### config.mk
export PLATFORM = sky130hd
export DESIGN_NAME = coo_aggregation_engine
export DESIGN_NICKNAME = d
export VERILOG_FILES = /design/src/rtl/coo_aggregation_engine.sv
export SDC_FILE = /design/constraint.sdc
export NUM_CORES = 1
export LEC_CHECK = 0
export ABC_CLOCK_PERIOD_IN_PS = 7200
export CAP_MARGIN = 25
export CORE_MARGIN = 2
export CORE_UTILIZATION = 30
export CTS_CLUSTER_SIZE = 16
export DETAILED_ROUTE_END_ITERATION = 8
export MAX_ROUTING_LAYER = met4
export SYNTH_ARGS = -nofsm -noshare
export SYNTH_HDL_FRONTEND = slang
export SYNTH_SLANG_ARGS = --single-unit
### constraint.sdc
create_clock -name clk -period 7.2 [get_ports clk]
set_clock_uncertainty 0.1 [all_clocks]
set_input_delay 0.72 -clock clk [delete_from_list [all_inputs] [get_ports clk]]
set_output_delay 0.72 -clock clk [all_outputs]
set_load 0.02 [all_outputs]
### src/rtl/coo_aggregation_engine.sv
// coo_aggregation_engine: GCN aggregation over a COO edge list into saturating per-node accumulator rows
// Ports: clk/reset (async, active-low); start, num_edges (clamped to MAX_EDGES);
//   coo_addr -> coo_src/coo_dst (1-cycle read latency, 1-based node ids);
//   fm_rd_en/fm_rd_row -> fm_row (1-cycle read latency, 0-based rows);
//   rd_en/rd_row -> rd_data (registered host readout); busy, done (level), sat_flag (sticky).
// Optional: define COO_SYMMETRIC_EN to also accumulate each non-self edge in the reverse direction.
module coo_aggregation_engine #(
  parameter int NODES = 6,
  parameter int FEAT_COLS = 3,
  parameter int DATA_WIDTH = 16,
  parameter int ACC_WIDTH = 20,
  parameter int MAX_EDGES = 6,
  localparam int NW = $clog2(NODES + 1),
  localparam int EW = $clog2(MAX_EDGES + 1)
) (
  input  logic                           clk,
  input  logic                           reset,
  input  logic                           start,
  input  logic [EW-1:0]                  num_edges,
  output logic [EW-1:0]                  coo_addr,
  input  logic [NW-1:0]                  coo_src,
  input  logic [NW-1:0]                  coo_dst,
  output logic                           fm_rd_en,
  output logic [NW-1:0]                  fm_rd_row,
  input  logic [FEAT_COLS*DATA_WIDTH-1:0] fm_row,
  input  logic                           rd_en,
  input  logic [NW-1:0]                  rd_row,
  output logic [FEAT_COLS*ACC_WIDTH-1:0] rd_data,
  output logic                           busy,
  output logic                           done,
  output logic                           sat_flag
);
  typedef enum logic [2:0] {IDLE, CLEAR, ADDR, FEAT, ACC, RFEAT, RACC, DONE} state_t;
  localparam logic [NW-1:0] ONE = NW'(1);
  localparam logic [NW-1:0] NODE_MAX = NW'(NODES);
  localparam logic [NW-1:0] LAST_ROW = NW'(NODES - 1);
  localparam logic [EW-1:0] EDGE_MAX = EW'(MAX_EDGES);
  localparam logic signed [ACC_WIDTH-1:0] ACC_MAX = {1'b0, {(ACC_WIDTH-1){1'b1}}};
  localparam logic signed [ACC_WIDTH-1:0] ACC_MIN = {1'b1, {(ACC_WIDTH-1){1'b0}}};
  state_t state_q, state_d, after_edge;
  logic [EW-1:0] e_q, e_d, lim_q, lim_d, e_inc;
  logic [NW-1:0] clr_q, clr_d, src_q, src_d, dst_q, dst_d, acc_row;
  logic done_q, done_d, sat_q, sat_d, busy_q, busy_d;
  logic edge_ok, acc_we;
  logic [FEAT_COLS*ACC_WIDTH-1:0] rd_data_q, rd_data_d;
  logic signed [ACC_WIDTH-1:0] acc_q [NODES][FEAT_COLS];
  logic signed [ACC_WIDTH-1:0] acc_new [FEAT_COLS];
  logic signed [ACC_WIDTH:0] sum [FEAT_COLS];
  logic [FEAT_COLS-1:0] ovf;
  assign edge_ok = coo_src != '0 && coo_src <= NODE_MAX && coo_dst != '0 && coo_dst <= NODE_MAX;
  assign e_inc = e_q + EW'(1);
  assign after_edge = e_inc == lim_q ? DONE : ADDR;
  // Forward pass accumulates into dst, reverse pass into src.
  assign acc_row = state_q == RACC ? src_q - ONE : dst_q - ONE;
  assign acc_we = state_q == ACC || state_q == RACC;
  assign coo_addr = e_q;
  assign busy = busy_q;
  assign done = done_q;
  assign sat_flag = sat_q;
  assign rd_data = rd_data_q;
  // One extra guard bit per column; a mismatch of the top two bits means overflow.
  always_comb begin
    for (int c = 0; c < FEAT_COLS; c++) begin
      sum[c] = {acc_q[acc_row][c][ACC_WIDTH-1], acc_q[acc_row][c]}
             + (ACC_WIDTH+1)'($signed(fm_row[c*DATA_WIDTH +: DATA_WIDTH]));
      ovf[c] = sum[c][ACC_WIDTH] ^ sum[c][ACC_WIDTH-1];
      acc_new[c] = ovf[c] ? (sum[c][ACC_WIDTH] ? ACC_MIN : ACC_MAX) : sum[c][ACC_WIDTH-1:0];
    end
  end
  always_comb begin
    rd_data_d = rd_data_q;
    if (rd_en) begin
      rd_data_d = '0;
      if (rd_row < NODE_MAX)
        for (int c = 0; c < FEAT_COLS; c++) rd_data_d[c*ACC_WIDTH +: ACC_WIDTH] = acc_q[rd_row][c];
    end
  end
  always_comb begin
    state_d = state_q;
    e_d = e_q;
    lim_d = lim_q;
    clr_d = clr_q;
    src_d = src_q;
    dst_d = dst_q;
    done_d = done_q;
    sat_d = sat_q | (acc_we && |ovf);
    fm_rd_en = 1'b0;
    fm_rd_row = '0;
    case (state_q)
      IDLE, DONE: begin
        // done trails entry into DONE by one cycle and drops on an accepted restart.
        done_d = state_q == DONE;
        if (start) begin
          state_d = CLEAR;
          e_d = '0;
          clr_d = '0;
          sat_d = 1'b0;
          done_d = 1'b0;
          lim_d = num_edges > EDGE_MAX ? EDGE_MAX : num_edges;
        end
      end
      CLEAR: begin
        clr_d = clr_q + ONE;
        if (clr_q == LAST_ROW) state_d = lim_q == '0 ? DONE : ADDR;
      end
      ADDR: state_d = FEAT;
      FEAT: begin
        src_d = coo_src;
        dst_d = coo_dst;
        if (edge_ok) begin
          fm_rd_en = 1'b1;
          fm_rd_row = coo_src - ONE;
          state_d = ACC;
        end else begin
          e_d = e_inc;
          state_d = after_edge;
        end
      end
`ifdef COO_SYMMETRIC_EN
      ACC: begin
        if (src_q != dst_q) state_d = RFEAT;
        else begin
          e_d = e_inc;
          state_d = after_edge;
        end
      end
      RFEAT: begin
        fm_rd_en = 1'b1;
        fm_rd_row = dst_q - ONE;
        state_d = RACC;
      end
      RACC: begin
        e_d = e_inc;
        state_d = after_edge;
      end
`else
      ACC: begin
        e_d = e_inc;
        state_d = after_edge;
      end
`endif
      default: state_d = IDLE;
    endcase
    busy_d = state_d inside {CLEAR, ADDR, FEAT, ACC, RFEAT, RACC};
  end
  always_ff @(posedge clk or negedge reset) begin
    if (!reset) begin
      state_q <= IDLE;
      e_q <= '0;
      lim_q <= '0;
      clr_q <= '0;
      src_q <= '0;
      dst_q <= '0;
      done_q <= 1'b0;
      sat_q <= 1'b0;
      busy_q <= 1'b0;
      rd_data_q <= '0;
    end else begin
      state_q <= state_d;
      e_q <= e_d;
      lim_q <= lim_d;
      clr_q <= clr_d;
      src_q <= src_d;
      dst_q <= dst_d;
      done_q <= done_d;
      sat_q <= sat_d;
      busy_q <= busy_d;
      rd_data_q <= rd_data_d;
    end
  end
  // Accumulator storage is deliberately not reset; CLEAR zeroes it at every start.
  always_ff @(posedge clk) begin
    for (int c = 0; c < FEAT_COLS; c++)
      if (state_q == CLEAR) acc_q[clr_q][c] <= '0;
      else if (acc_we) acc_q[acc_row][c] <= acc_new[c];
  end
endmodule

=== Word-level counts from Yosys, hierarchy flattened ===
Memories as Yosys holds them, arrays and structs flattened.
Cells that the tools add are included.

* Register bits: 81
* Output and inout port bits: 70
* Logic and storage cells: 95
* Memories: 1
* Bits in writable memories: 360
* Input bits: 64

* $add $sub $neg: 8
* Equal/unequal tests: 16
* Multiplexer cells: 34
* Bitwise operators: 4
* Reductions and logical operators: 18
* Order comparisons: 4

{| class="wikitable"
|+ Memory list
! name !! depth !! width !! rd ports !! clocked after Yosys merged registers in !! wr ports !! line !! source
|-
| acc_q || 6 || 60 || 2 || 0 || 1 || 46 || <nowiki>logic signed [ACC_WIDTH-1:0] acc_q [NODES][FEAT_COLS];</nowiki>
|}

{| class="wikitable"
|+ Operators with widths
! kind !! number
|-
| $mux 20 || 6
|-
| $mux 60 || 2
|-
| $add 20x16->21 || 3
|-
| $reduce_or 60->1 || 1
|-
| $mux 3 || 12
|-
| $eq 3x3->1 const B || 7
|-
| $pmux 3 s5 || 1
|-
| $eq 3x2->1 const B || 4
|-
| $mux 1 || 11
|-
| $pmux 3 s3 || 1
|-
| $reduce_bool 3->1 || 3
|-
| $sub 3x1->3 const B || 3
|-
| $add 3x1->3 const B || 2
|-
| $eq 3x1->1 const B || 2
|-
| $le 3x3->1 const B || 2
|-
| $logic_not 3->1 || 2
|-
| $pmux 3 s2 || 1
|-
| $reduce_bool 6->1 || 1
|-
| $logic_and 1x1->1 || 4
|-
| $ne 2x2->1 const B || 2
|-
| $reduce_and 2->1 || 2
|-
| $eq 3x3->1 || 1
|-
| $gt 3x3->1 const B || 1
|-
| $lt 3x3->1 const B || 1
|-
| 7 further kinds || 9
|}

=== Depth between registers and ports, before layout ===
Gate-level depths: netlist of run 1.
An unclocked memory read counts as a cell.

* Depth after elaboration: 10
* Gate-level depth with buffers: 27
* Mapped depth without buffers: 21

=== Worst setup path before layout of run 1 ===
OpenSTA, ideal clock, no wires.

* Path type: reg2reg
* From: reg state_q[2]
* To: mem acc_q[0][13] in the netlist's numbering, data pin
* Slack: 1461 ps
* Data required time: 6830 ps
* Arrival: 5369 ps
* Period minus slack after synthesis: 5739 ps
* Setup time: 270 ps
* Stages on the path, launching flop included: 26
* Cell sequence: dfrtp_1 > buf_2 > nor2b_1 > buf_4 > nand2_2 > mux2_2 > nor2_1 > xnor2_1 > buf_2 > clkbuf_1 > a31oi_1 > ha_1 > a2111oi_4 > o21ai_1 > a41o_1 > a211oi_2 > nor2_1 > a311oi_2 > mux2i_1 > or2_1 > ha_1 > nand3_1 > o21a_1 > buf_6 > buf_8 > o21a_1

* Longest elaborated chain between the ends: 7
* Elaborated cells on any way between the ends: 15
* Classes of those cells: add/sub: 1; eq/ne: 3; mux: 7; bitwise: 1; reduce/logical: 2; memory: 1

{| class="wikitable"
|+ Ends and longest elaborated chain
! element !! line !! source
|-
| start, declared || 40 || <nowiki>state_t state_q, state_d, after_edge;</nowiki>
|-
| start signal, assigned || 159 || <nowiki>state_q <= state_d;</nowiki>
|-
| $eq 3x3->1, on equally long branches || 54, 55 ||
|-
| $mux 3 / $logic_or 1x1->1 (equally long branches) || 54, 55 ||
|-
| $mem_v2 6x60 / $mux 1 (equally long branches) || - ||
|-
| $add 20x16->21 / $mux 1 (equally long branches) || 65, 174 ||
|-
| $mux 20, or another cell as far along || 67 || <nowiki>acc_new[c] = ovf[c] ? (sum[c][ACC_WIDTH] ? ACC_MIN : ACC_MAX) : sum[c][ACC_WIDTH-1:0];</nowiki>
|-
| $mux 20 / $reduce_or 60->1 (equally long branches) || - ||
|-
| $mux 60 (no line) (*) || - ||
|-
| end, declared || 46 ||
|}

Mark *: on every way between the ends. The rest lies on a longest branch, timed or not.

=== Worst setup path in the final report of run 1 ===
* From: reg state_q[0]
* To: mem acc_q[0][4] in the netlist's numbering, data pin

Same word-level chain as after synthesis.

==> results, run 1 <==
- The congestion estimate from routability-driven global placement came to 0.8797.
- The worst slew slack as a fraction of its limit is 32.49%.
- The post-synthesis net count is 1,897.
- The source of the worst hold timing path is rd_data[40].
- The clock tree from TritonCTS is built.
- The highest layer touched by signal routing is met4.
- The count of maximum capacitance violations is 0.
- After synthesis, the mean cell area works out to 12.99 um^2.
- The count of cells along the worst register-to-register path is 22.
- The area growth from synthesis to layout is 18.66%.
- The share of the synthesized area in the top cell type is 47.30%.
- The synthesized design contains 441 register bits.
- The run finished with clean final reports.
- The internal power is 8.114 mW.
- VDD sags by at most 0.3842 mV.
- The final-report max-slew violation count is 0.
- The clock-pin slew reported for the worst setup and hold paths after clock tree synthesis is 60 ps.
- The maximum clock frequency is 0.1528 GHz.
- The final hold slack is 425.3 ps.
- The number of nets at the end of the flow is 2,023.
- The data arrival at the endpoint of the critical path is 6860 ps.
- The endpoint identified for the worst register-to-register timing path is acc_q[0][4].
- The wire length after detailed routing is 63,930 um.
- The largest fanout on the critical path is 65.
- The post-route fraction of the period consumed by the critical path is 90.87%.
- The number of global-route vias before repair is 16,400.
- Global routing used 16.72% of the available tracks across all layers.
- The most common flop cell mapped by yosys is sky130_fd_sc_hd__edfxtp_1.
- Registers are responsible for 25.9% of the overall power.
- The measured slew at the worst slew-check pin is 987.2 ps.
- Ranked by total cell area, the synthesized netlist is headed by sky130_fd_sc_hd__edfxtp_1, sky130_fd_sc_hd__mux4_2, sky130_fd_sc_hd__dfrtp_1, sky130_fd_sc_hd__ha_1, sky130_fd_sc_hd__mux2_2.
- The post-synthesis cell type count is 78.
- The first global-routing pass estimated 97,750 um of wire.
- The via density per instance is 5.327.
- The total instance count after detailed placement is 2,810.
- The met3 layer wire length in the routed design is 2952 um.
- The routed length on met2 is 33,280 um.
- TritonCTS created 49 clock buffers.
- The share of total power in the clock network is 18.1%.
- In the layout the commonest cells are sky130_fd_sc_hd__edfxtp_1, sky130_fd_sc_hd__nor2_1, sky130_fd_sc_hd__nand2_1, sky130_fd_sc_hd__a21oi_1, sky130_fd_sc_hd__clkdlybuf4s50_1.
- The static power due to leakage is 9.637 nW.
- STA classifies the critical path startpoint as a register.
- The most common library cell in the layout ignoring fill and taps is sky130_fd_sc_hd__edfxtp_1.
- The initial antenna violation count is 0.
- The post-placement worst setup slack is 588.9 ps.
- The endpoint of the worst hold path is rd_data[40].
- The die is 280.0 um wide.
- In this run the register-to-register setup slack is 660 ps.
- In this run the worst hold path is classified as register to register.
- The share of total power consumed by net switching is 43.42%.
- For this block, wires on met1 add up to 26,270 um.
- The number of placement rows is 101.
- The count of final hold-check violations came to 0.
- The count of warnings emitted by yosys is 0.
- The synthesized design contains 360 enable-type register cells.
- The count of nets left with antenna violations once routing finished came out at 0.
- The die covers 0.07841 mm^2.
- In this run the cell area of the synthesized design comes to 0.02285 mm^2.
- 134 I/O pins were placed.
- Setup repair after global routing left no endpoint under its margin.
- The overall power of the completed layout is 14.34 mW.
- The number of levels in the clock H-tree is 2.
- The synthesized design spends more area on one cell type than any other, namely sky130_fd_sc_hd__edfxtp_1.
- Dividing total power by cell area gives a power density of 528.8 mW/mm^2.
- The y dimension of the die is 280.0 um.
- The floorplan step defined a core boundary enclosing 0.07570 mm^2.
- The worst setup path is captured at a register.
- After detailed routing, the average wire length per cell comes to 22.01 um.
- Data on the critical path is required at its endpoint by 7520 ps.
- The reg-to-reg startpoint is state_q[0].
- After the first detailed-routing iteration, the DRC count stood at 893.
- The count of input and output buffers is 133.
- The filler cells instantiated in the layout total 7,131.
- The clock latency on the worst-skew pair is 610 ps.
- The hold-critical path depth is 2.
- The share of flip-flops with an asynchronous set or reset is 18.37%.
- The net switching power is 6.228 mW.
- The critical path is of the register to register type.
- The TritonCTS sink count is 441.
- Combinational cells account for 56.0% of the total power.
- For this run, design rule violations remaining after detail routing come to 0.
- The proportion of synthesized chip area in sequential cells is 56.17%.
- The maximum buffer depth of the clock tree is 3.
- The final setup violation count is 0.
- The final global-route overflow total is 0.
- The first detailed-routing pass ran for 5 iterations.
- The number of gates given a new drive strength after cts is 0.
- In the final timing run, aggregate negative setup slack is 0 ps.
- The starting density of the core is 30.19%.
- Detailed routing inserted a total of 15,470 vias.
- The maximum number of pins on one net before global-route repair is 70.
- Detailed placement ended at an HPWL of 41,170 um.
- Synthesis handed over a netlist of 1,759 instances.
- The finished layout holds 2,904 standard cells, fillers aside.
- The share of cells above drive strength 1 is 16.78%.
- Clock tree synthesis selected as its root buffer the cell sky130_fd_sc_hd__clkbuf_16.
- The final worst-path setup slack is 657.1 ps.
- The shortest clock period the worst path allows after layout is 6543 ps.
[worst max-delay path by stage]
stage,slack (ps),from,depth (start not counted),end
floorplan,1460,state_q[2],25,acc_q[0][13]
global placement,730,state_q[0],23,acc_q[0][24]
detailed placement,590,state_q[0],19,acc_q[2][58]
CTS,560,state_q[0],23,acc_q[0][25]
global route,190,state_q[0],24,acc_q[2][31]
finish,660,state_q[0],22,acc_q[0][4]
[metrics by stage]
stage | area [um^2] | util (%)
2_1_floorplan | 22850 | -
6_report | 27120 | 35.83
3_5_place_dp | 25420 | 33.58
5_1_grt | 27120 | 35.82
4_1_cts | 27110 | 35.81
3_3_place_gp | 25340 | 33.48
[state kept, by name, indices dropped and copies added (netlist names)]
register  count
acc_q       360
done          1
lim_q         3
coo_addr      3
clr_q         3
state_q       3
dst_q         3
src_q         3
sat_flag      1
rd_data      60
busy          1
[synthesized netlist by cell type (all sizes together) (11+ instances only)]
cell    number
nor3        18
buf         36
mux2i       23
xnor2       29
clkbuf      67
mux4       106
a211oi      11
a21o        26
o21ai       41
inv         20
edfxtp     360
nand3       19
nor2       176
o22ai       16
a31oi       63
xor2        25
o21a        28
dfrtp       81
ha          71
mux2        68
a21oi      151
a22oi       62
nand2      165
[cell families (layout without fill, tap and decap cells)]
| kind of cell | count (synthesis) | in the layout | share of synthesized area, % |
|---|---|---|---|
| compound gates | 450 | 450 | 12.75 |
| xor+xnor | 54 | 54 | 2.102 |
| fa+ha+maj | 76 | 76 | 4.237 |
| buf+inv | 124 | 290 | 2.354 |
| flops | 441 | 441 | 56.17 |
| mux | 197 | 197 | 14.82 |
| other cells | 0 | 1 | 0 |
| simple gates | 417 | 417 | 7.571 |
[per-layer routing]
layer / vias up / GRT usage, %
met1: 7898 / 19.91
li1: 7077 / -
met3: 86 / 2.365
met4: 0 / 4.552
met5: - / -
met2: 409 / 29.56
[layout make-up]
type                    instances  area [um^2]  share of cell area, %
flip-flops and latches        441        12840                  47.34
multi-input cells            1194         9555                  35.23
repair buffers                178         1744                  6.431
clock buffers                  68         1348                  4.969
well taps                     978         1224                  4.512
clock inverters                23        329.1                  1.213
inverters                      21        80.08                 0.2953
diodes                          1        2.502               0.009227
[worst max-delay path: stages (launching register included)]
cell and delay, ps:
sky130_fd_sc_hd__dfrtp_1 360, sky130_fd_sc_hd__buf_4 180, sky130_fd_sc_hd__nor2b_1 190, sky130_fd_sc_hd__nand2_2 180, sky130_fd_sc_hd__mux2_4 270, sky130_fd_sc_hd__buf_12 480
sky130_fd_sc_hd__mux4_2 580, sky130_fd_sc_hd__nor2_1 100, sky130_fd_sc_hd__a31oi_1 50, sky130_fd_sc_hd__ha_1 410, sky130_fd_sc_hd__a2111oi_4 380, sky130_fd_sc_hd__o21ai_1 180
sky130_fd_sc_hd__a41o_1 320, sky130_fd_sc_hd__a211oi_2 270, sky130_fd_sc_hd__nor2_1 130, sky130_fd_sc_hd__a311oi_2 380, sky130_fd_sc_hd__mux2i_1 140, sky130_fd_sc_hd__or2_1 250
sky130_fd_sc_hd__ha_1 350, sky130_fd_sc_hd__a31oi_1 200, sky130_fd_sc_hd__o21a_1 240, sky130_fd_sc_hd__buf_4 290, sky130_fd_sc_hd__o21a_1 280
[power groups by stage]
stage	combinational, mW	clock (mW)	sequential (mW)
after global placement	7.88	0	3.72
after detailed placement	7.97	0	3.76
after global routing	8.80	2.75	3.77
final	8.03	2.60	3.71
after floorplan	5.64	0	3.78
after CTS	8.02	2.66	3.71
[timing repair]
item | CTS | global route
hold buffers | 1 | 0
buffers inserted | 0 | 0
endpoints found under the hold margin | 2 | 0
Note: power is estimated with default switching activity, not from simulation.
==> run 2: changes to the inputs <==
- ABC_CLOCK_PERIOD_IN_PS: 7200 -> 6800
- clock period: 7.2 -> 6.8 ns (I/O delays scaled with it)
==> results, run 2 (synthesis results as in run 1) <==
- Power comes to 15.22 mW.
- The global placer's final weighted congestion is 0.8616.
- The maximum number of pins on one net before global-route repair is 67.
- The average wire per standard cell is 22.19 um.
- The kind of path behind the tightest hold check is primary input to asynchronous set/reset pin.
- Leaving out fill and tap cells, the most frequent cell in the layout is sky130_fd_sc_hd__edfxtp_1.
- The final-report max-slew violation count is 0.
- The internal power is 8.530 mW.
- The combined area of the multi-input logic cells is 0.009567 mm^2.
- The TritonCTS sink count is 441.
- The number of vias after detailed routing is 15,440.
- The shortest clock period the worst path allows after layout is 6305 ps.
- The number of setup buffers added after CTS is 0.
- For this block, the initial DRC count from the detailed router was 1,267.
- Across the VDD grid, the largest voltage drop is 0.3308 mV.
- The final routed DRC violation total is 0.
- The worst slew slack as a fraction of its limit is 28.08%.
- The die is 280.0 um tall.
- The clock latency on the worst-skew pair is 610 ps.
- The maximum clock frequency is 0.1586 GHz.
- The net switching power is 6.687 mW.
- The antenna cell count is 0.
- The final setup violation count is 0.
- The detailed-router iteration count before antenna repair is 6.
- The power per cell area is 563.3 mW/mm^2.
- The clock-pin slew reported for the worst setup and hold paths after clock tree synthesis is 60 ps.
- Along the worst path, the maximum fanout reaches 20.
- The worst setup path is launched from a register.
- Net switching is 43.94% of the power.
- In the routed layout, each cell is associated on average with a via count of 5.328.
- In this run the number of H-tree levels came out at 2.
- The buffer cell driving the clock tree root is sky130_fd_sc_hd__clkbuf_16.
- Buffers placed on the I/O ports in this run total 133.
- The wire length of the first global-routing pass is 98,260 um.
- Once layout is complete, the cells apart from fillers number 2,898.
- The area enclosed by the die boundary is 0.07841 mm^2.
- The count of final hold-check violations is 0.
- After filler insertion, the fill cell instance count of the layout stands at 7,159.
- The wire length after detailed routing is 64,310 um.
- After floorplanning, the core was divided into 101 placement rows.
- The data arrival at the endpoint of the critical path is 6610 ps.
- The share of total power in the clock network is 17.8%.
- The placed instances occupy a cell area of 0.02536 mm^2.
- At the worst endpoint, the required time is 7110 ps.
- In this run the deepest clock path goes through 3 buffers.
- In this run the count of I/O pins placed on the die edge is 134.
- Ranked by flip-flop count, first place goes to acc_q.
- The clock tree from TritonCTS is built.
- The count of nets left with antenna violations once routing finished came out at 0.
- The number of clock buffers added by TritonCTS is 49.
- The initial antenna violation count came to 0.
- Setup total negative slack on the finished layout was measured at 0 ps.
- Setup repair after global routing left no endpoint under its margin.
- From left edge to right edge, the die measures 280.0 um.
- Measured on the finished design, the core utilization comes to 35.69%.
- The overall track demand over capacity in global routing is 16.88%.
- In the layout the commonest cells are sky130_fd_sc_hd__edfxtp_1, sky130_fd_sc_hd__nor2_1, sky130_fd_sc_hd__nand2_1, sky130_fd_sc_hd__a21oi_1, sky130_fd_sc_hd__clkdlybuf4s50_1.
- The critical path class is register to register.
- After routing the design area is 0.02701 mm^2.
- Counting tap cells, the placed design contains a total of 2,807 instances.
- The static power due to leakage is 9.591 nW.
- The count of maximum capacitance violations is 0.
- In the final layout, the share of cells above drive strength 1 is 16.82%.
- The post-route fraction of the period consumed by the critical path is 92.72%.
- The register area is 0.01284 mm^2.
- The run finished with clean final reports.
- The register with the most flip-flops in the layout has 360 of them.
- Once the floorplan was initialized, standard cells occupied 30.19% of the core.
- The detailed placement HPWL is 40,360 um.
- The final global-route overflow total is 0.
- The share of total power dissipated in combinational logic is 56.4%.
- Of the total power, registers draw 25.9%.
- The area of the core region is 0.07570 mm^2.
- The critical path endpoint category is a register.
- The area growth from synthesis to layout is 18.20%.
- The final layout contains 2,018 nets.
- The measured slew at the worst slew-check pin is 1079 ps.
- The number of global-route vias before repair came to 16,130.
-- run 2: cell count changes in the layout (fill, tap and decap cells not counted), sizes merged --
| cell | before | now |
|---|---|---|
| clkinv | 14 | 24 |
| dlygate4sd3 | 1 | 0 |
| bufinv | 6 | 5 |
| buf | 48 | 44 |
| inv | 21 | 22 |
| diode | 1 | 0 |
| clkbuf | 68 | 57 |
| clkinvlp | 3 | 4 |
-- run 2: timing repair --
| item | in CTS | in global routing |
|---|---|---|
| hold buffers | 0 | 0 |
| setup endpoints to repair | 0 | 6 |
| resized for setup | 0 | 1 |
| endpoints found under the hold margin | 0 | 0 |
-- run 2: through the flow --
step                      setup slack (ps)  hold WS, ps
after floorplan                       1061        284.4
after global placement               740.9        414.3
after detailed placement             531.7        415.0
after CTS                            475.0        22.52
after global routing                 90.11        48.04
final                                495.2        14.72
-- run 2: path summary, 6_finish.rpt --
path | endpoint | depth (start not counted) | from | slack (ps)
setup / recovery | acc_q[5][6] | 22 | state_q[0] | 500
hold / removal | rd_data[49] | 1 | reset | 10
setup reg to reg | acc_q[5][6] | 22 | state_q[0] | 500
hold reg to reg | rd_data[57] | 2 | rd_data[57] | 420
max in group asynchronous | rd_data[26] | 2 | reset | 5480
min in group clk | rd_data[57] | 2 | rd_data[57] | 420
-- run 2: layout make-up --
| class | instances | share of cell area (%) |
|---|---|---|
| Inverter | 21 | 0.2964 |
| Clock inverter | 34 | 1.329 |
| Clock buffer | 57 | 4.761 |
| Sequential cell | 441 | 47.52 |
| Timing Repair Buffer | 173 | 6.146 |
| Multi-Input combinational cell | 1194 | 35.41 |
| Tap cell | 978 | 4.530 |
-- run 2: layer usage --
metal | global-route usage [%] | vias to the layer above | wire length (um)
met3 | 2.390 | 100 | 3171
met1 | 20.84 | 7847 | 26910
met4 | 4.758 | 0 | 1626
met5 | - | - | 0
li1 | - | 7070 | -
met2 | 28.89 | 423 | 32600
-- run 2: critical path, stage by stage (launching register included) --
cell and delay [ps]:
sky130_fd_sc_hd__dfrtp_1 380, sky130_fd_sc_hd__nor2b_1 170, sky130_fd_sc_hd__nand2_2 170, sky130_fd_sc_hd__mux2_4 400, sky130_fd_sc_hd__nor2_1 330, sky130_fd_sc_hd__xnor2_4 270
sky130_fd_sc_hd__buf_4 360, sky130_fd_sc_hd__nor2_1 80, sky130_fd_sc_hd__a31oi_1 170, sky130_fd_sc_hd__ha_1 300, sky130_fd_sc_hd__o211ai_1 230, sky130_fd_sc_hd__o21ai_1 160
sky130_fd_sc_hd__a41o_1 320, sky130_fd_sc_hd__a211oi_2 270, sky130_fd_sc_hd__nor2_1 130, sky130_fd_sc_hd__a311oi_2 400, sky130_fd_sc_hd__mux2i_1 150, sky130_fd_sc_hd__or2_1 250
sky130_fd_sc_hd__ha_1 330, sky130_fd_sc_hd__a31oi_1 230, sky130_fd_sc_hd__o21a_1 460, sky130_fd_sc_hd__buf_12 210, sky130_fd_sc_hd__o21a_1 250
-- run 2: power by group through the flow --
stage,sequential [mW],clock [mW],combinational (mW)
after global placement,3.95,0,8.49
final,3.94,2.70,8.58
after floorplan,4.00,0,5.97
after detailed placement,3.98,0,8.51
after global routing,4.00,2.86,9.42
after CTS,3.93,2.76,8.59
==> run 3: changes to the inputs <==
- SLEW_MARGIN: default -> 30
==> results, run 3 (synthesis results as in run 1) <==
- The run finished with clean final reports.
- The finished cells cover 0.02706 mm^2.
- The maximum clock frequency is 0.1594 GHz.
- The maximum buffer depth of the clock tree is 3.
- After clock tree synthesis, the clock-pin slew on the worst setup and hold paths is 60 ps.
- The final routed DRC violation total is 0.
- The final hold slack is 22.31 ps.
- The y dimension of the die is 280.0 um.
- In the layout the commonest cells are sky130_fd_sc_hd__edfxtp_1, sky130_fd_sc_hd__nor2_1, sky130_fd_sc_hd__nand2_1, sky130_fd_sc_hd__a21oi_1, sky130_fd_sc_hd__clkdlybuf4s50_1.
- The critical path class is register to register.
- The average wire per standard cell is 22.09 um.
- The detailed placement HPWL is 40,660 um.
- The net count of the finished layout is 2,019.
- The wire length of the first global-routing pass is 97,340 um.
- The worst path uses 92.28% of the clock period.
- The number of levels in the clock H-tree is 2.
- The count of input and output buffers is 133.
- The tree is rooted in a sky130_fd_sc_hd__clkbuf_16.
- Of the cells placed in the final design, the portion with a size suffix greater than 1 is 16.93%.
- Across the run, the number of max-cap violations was 0.
- The overall track demand over capacity in global routing is 16.76%.
- The register area is 0.01284 mm^2.
- The number of global-route vias before repair came to 16,060.
- The total overflow left after global routing is 0.
- Counting tap cells, the placed design contains a total of 2,809 instances.
- At the end of routability-driven placement, the weighted congestion stood at 0.8616.
- The worst supply voltage drop on vdd is 0.3322 mV.
- The first TritonRoute pass finished after 5 iterations.
- The non-filler instance count after layout is 2,899.
- Setup repair after global routing left no endpoint under its margin.
- The shortest clock period the worst path allows after layout is 6275 ps.
- The tightest min-delay check is of the primary input to asynchronous set/reset pin type.
- The required time at the endpoint of the critical path is 7110 ps.
- At the pin with the least slew margin, the transition time is 898.6 ps.
- The number of filler instances in the final layout is 7,177.
- Entering global routing, the biggest net connects 67 pins.
- The number of buffers inserted by hold repair at cts is 0.
- Dividing the detail-routed via count by the number of cells gives 5.395.
- Power spread over the standard cell area amounts to 564.0 mW/mm^2.
- The antenna violation net count after detailed routing is 0.
- The most numerous cell type found on the critical path is sky130_fd_sc_hd__a31oi_1.
- Headroom to the max-slew limit came out at 40.09%.
- 134 I/O pins were placed.
- The area growth from synthesis to layout is 18.41%.
- Setup violations remaining at the end of the flow were counted as 0.
- The delay of the slowest critical-path stage is 450 ps.
- In this run the standard cell core region covers 0.07570 mm^2.
- The master of the slowest instance on the critical path is sky130_fd_sc_hd__fa_1.
- The clock drives 441 sinks.
- The area enclosed by the die boundary is 0.07841 mm^2.
- The data arrival at the endpoint of the critical path is 6580 ps.
- The wire length after detailed routing is 64,040 um.
- The number of placement rows is 101.
- Summing all multi-input logic gate instances after layout gives 0.009568 mm^2.
- The number of setup buffers added after CTS is 0.
- The number of flip-flops in the largest register is 360.
- The starting density of the core is 30.19%.
- The initial antenna violation count was 1.
- The signal on the critical path passes through nor2b_1 > nand2_2 > mux2_4 > nor2_1 > xnor2_4 > buf_4 > a31oi_1 > ha_1 > fa_1 > a21oi_1 > o21ai_1 > a31oi_1 > and4bb_1 > o311ai_2 > a21oi_2 > o2bb2ai_1 > ha_1 > a31oi_1 > o21a_1 > buf_12 > o21a_1.
- The final sum of negative setup slack is 0 ps.
- The final-report max-slew violation count was 0.
- The top register by number of flip-flops is acc_q.
- The launching element type of the critical path is a register.
- The critical path endpoint category is a register.
- For this design the static power due to leakage is 9.624 nW.
- The number of vias after detailed routing is 15,640.
- The most common library cell in the layout ignoring fill and taps is sky130_fd_sc_hd__edfxtp_1.
- The later pin in the worst-skew pair is clocked with a latency of 610 ps.
- Of all nets on the critical path, the largest fanout is 24.
- The number of clock buffers added by TritonCTS is 47.
- After the first detailed-routing iteration, the DRC count stood at 1,276.
- The count of final hold-check violations is 0.
- The clock tree from TritonCTS is built.
- The die width is 280.0 um.
- The area of placed instances is 0.02540 mm^2.
[run 3: cell types whose count changed in the layout (fill, tap and decap cells not counted), sizes merged]
cell      previous run  this run
clkinv              24        17
clkbuf              57        63
clkinvlp             4         0
diode                0         1
bufinv               5         6
buf                 44        47
inv                 22        23
[run 3: worst paths after layout]
kind	startpoint	end	slack, ps	cells past startpoint
setup / recovery	state_q[0]	acc_q[1][0]	530	21
hold / removal	reset	lim_q[0]	20	1
setup reg to reg	state_q[0]	acc_q[1][0]	530	21
hold reg to reg	rd_data[42]	rd_data[42]	420	2
max in group asynchronous	reset	rd_data[25]	5460	2
min in group clk	rd_data[42]	rd_data[42]	420	2
[run 3: per-layer routing]
| layer | global-route usage (%) | share of wire, % | vias up |
|---|---|---|---|
| li1 | - | - | 7070 |
| met1 | 20.71 | 42 | 7939 |
| met2 | 27.72 | 49 | 504 |
| met3 | 2.631 | 5.2 | 127 |
| met4 | 6.349 | 3.7 | 0 |
| met5 | - | 0 | - |
[run 3: what timing repair did]
action,4_1_cts,5_1_grt
endpoints found under the hold margin,0,0
gates resized for setup,0,1
endpoints found under the setup margin,0,6
[run 3: area by class of cell]
cell class                      count  area share, %
Multi-Input combinational cell   1194          35.36
Tap cell                          978          4.522
Antenna cell                        1       0.009247
Sequential cell                   441          47.44
Timing Repair Buffer              176          6.399
Inverter                           21         0.2959
Clock inverter                     25          1.188
Clock buffer                       63          4.790
[run 3: stage by stage]
| step | setup slack [ps] | util, % | power [mW] |
|---|---|---|---|
| final | 525.1 | 35.75 | 15.26 |
| after global routing | 40.41 | 35.75 | 16.31 |
| after CTS | 472.2 | 35.69 | 15.31 |
| after detailed placement | 521.0 | 33.56 | 12.55 |
| after global placement | 740.9 | 33.50 | 12.44 |
| after floorplan | 1061 | - | 9.973 |
[run 3: report_power, final]
group          switching, mW  internal (mW)  total (mW)
Combinational           5.29           3.35        8.64
Clock                   1.11           1.58        2.69
Sequential             0.282           3.65        3.93
Total                   6.69           8.58        15.3
[run 3: worst max-delay path: cells and delay by family, from the launching register on]
kind / cells / cell delay [ps]
compound gates: 10 / 2430
xor+xnor: 1 / 270
fa+ha+maj: 3 / 1010
buf+inv: 2 / 590
flops: 1 / 380
mux: 1 / 400
simple gates: 4 / 920
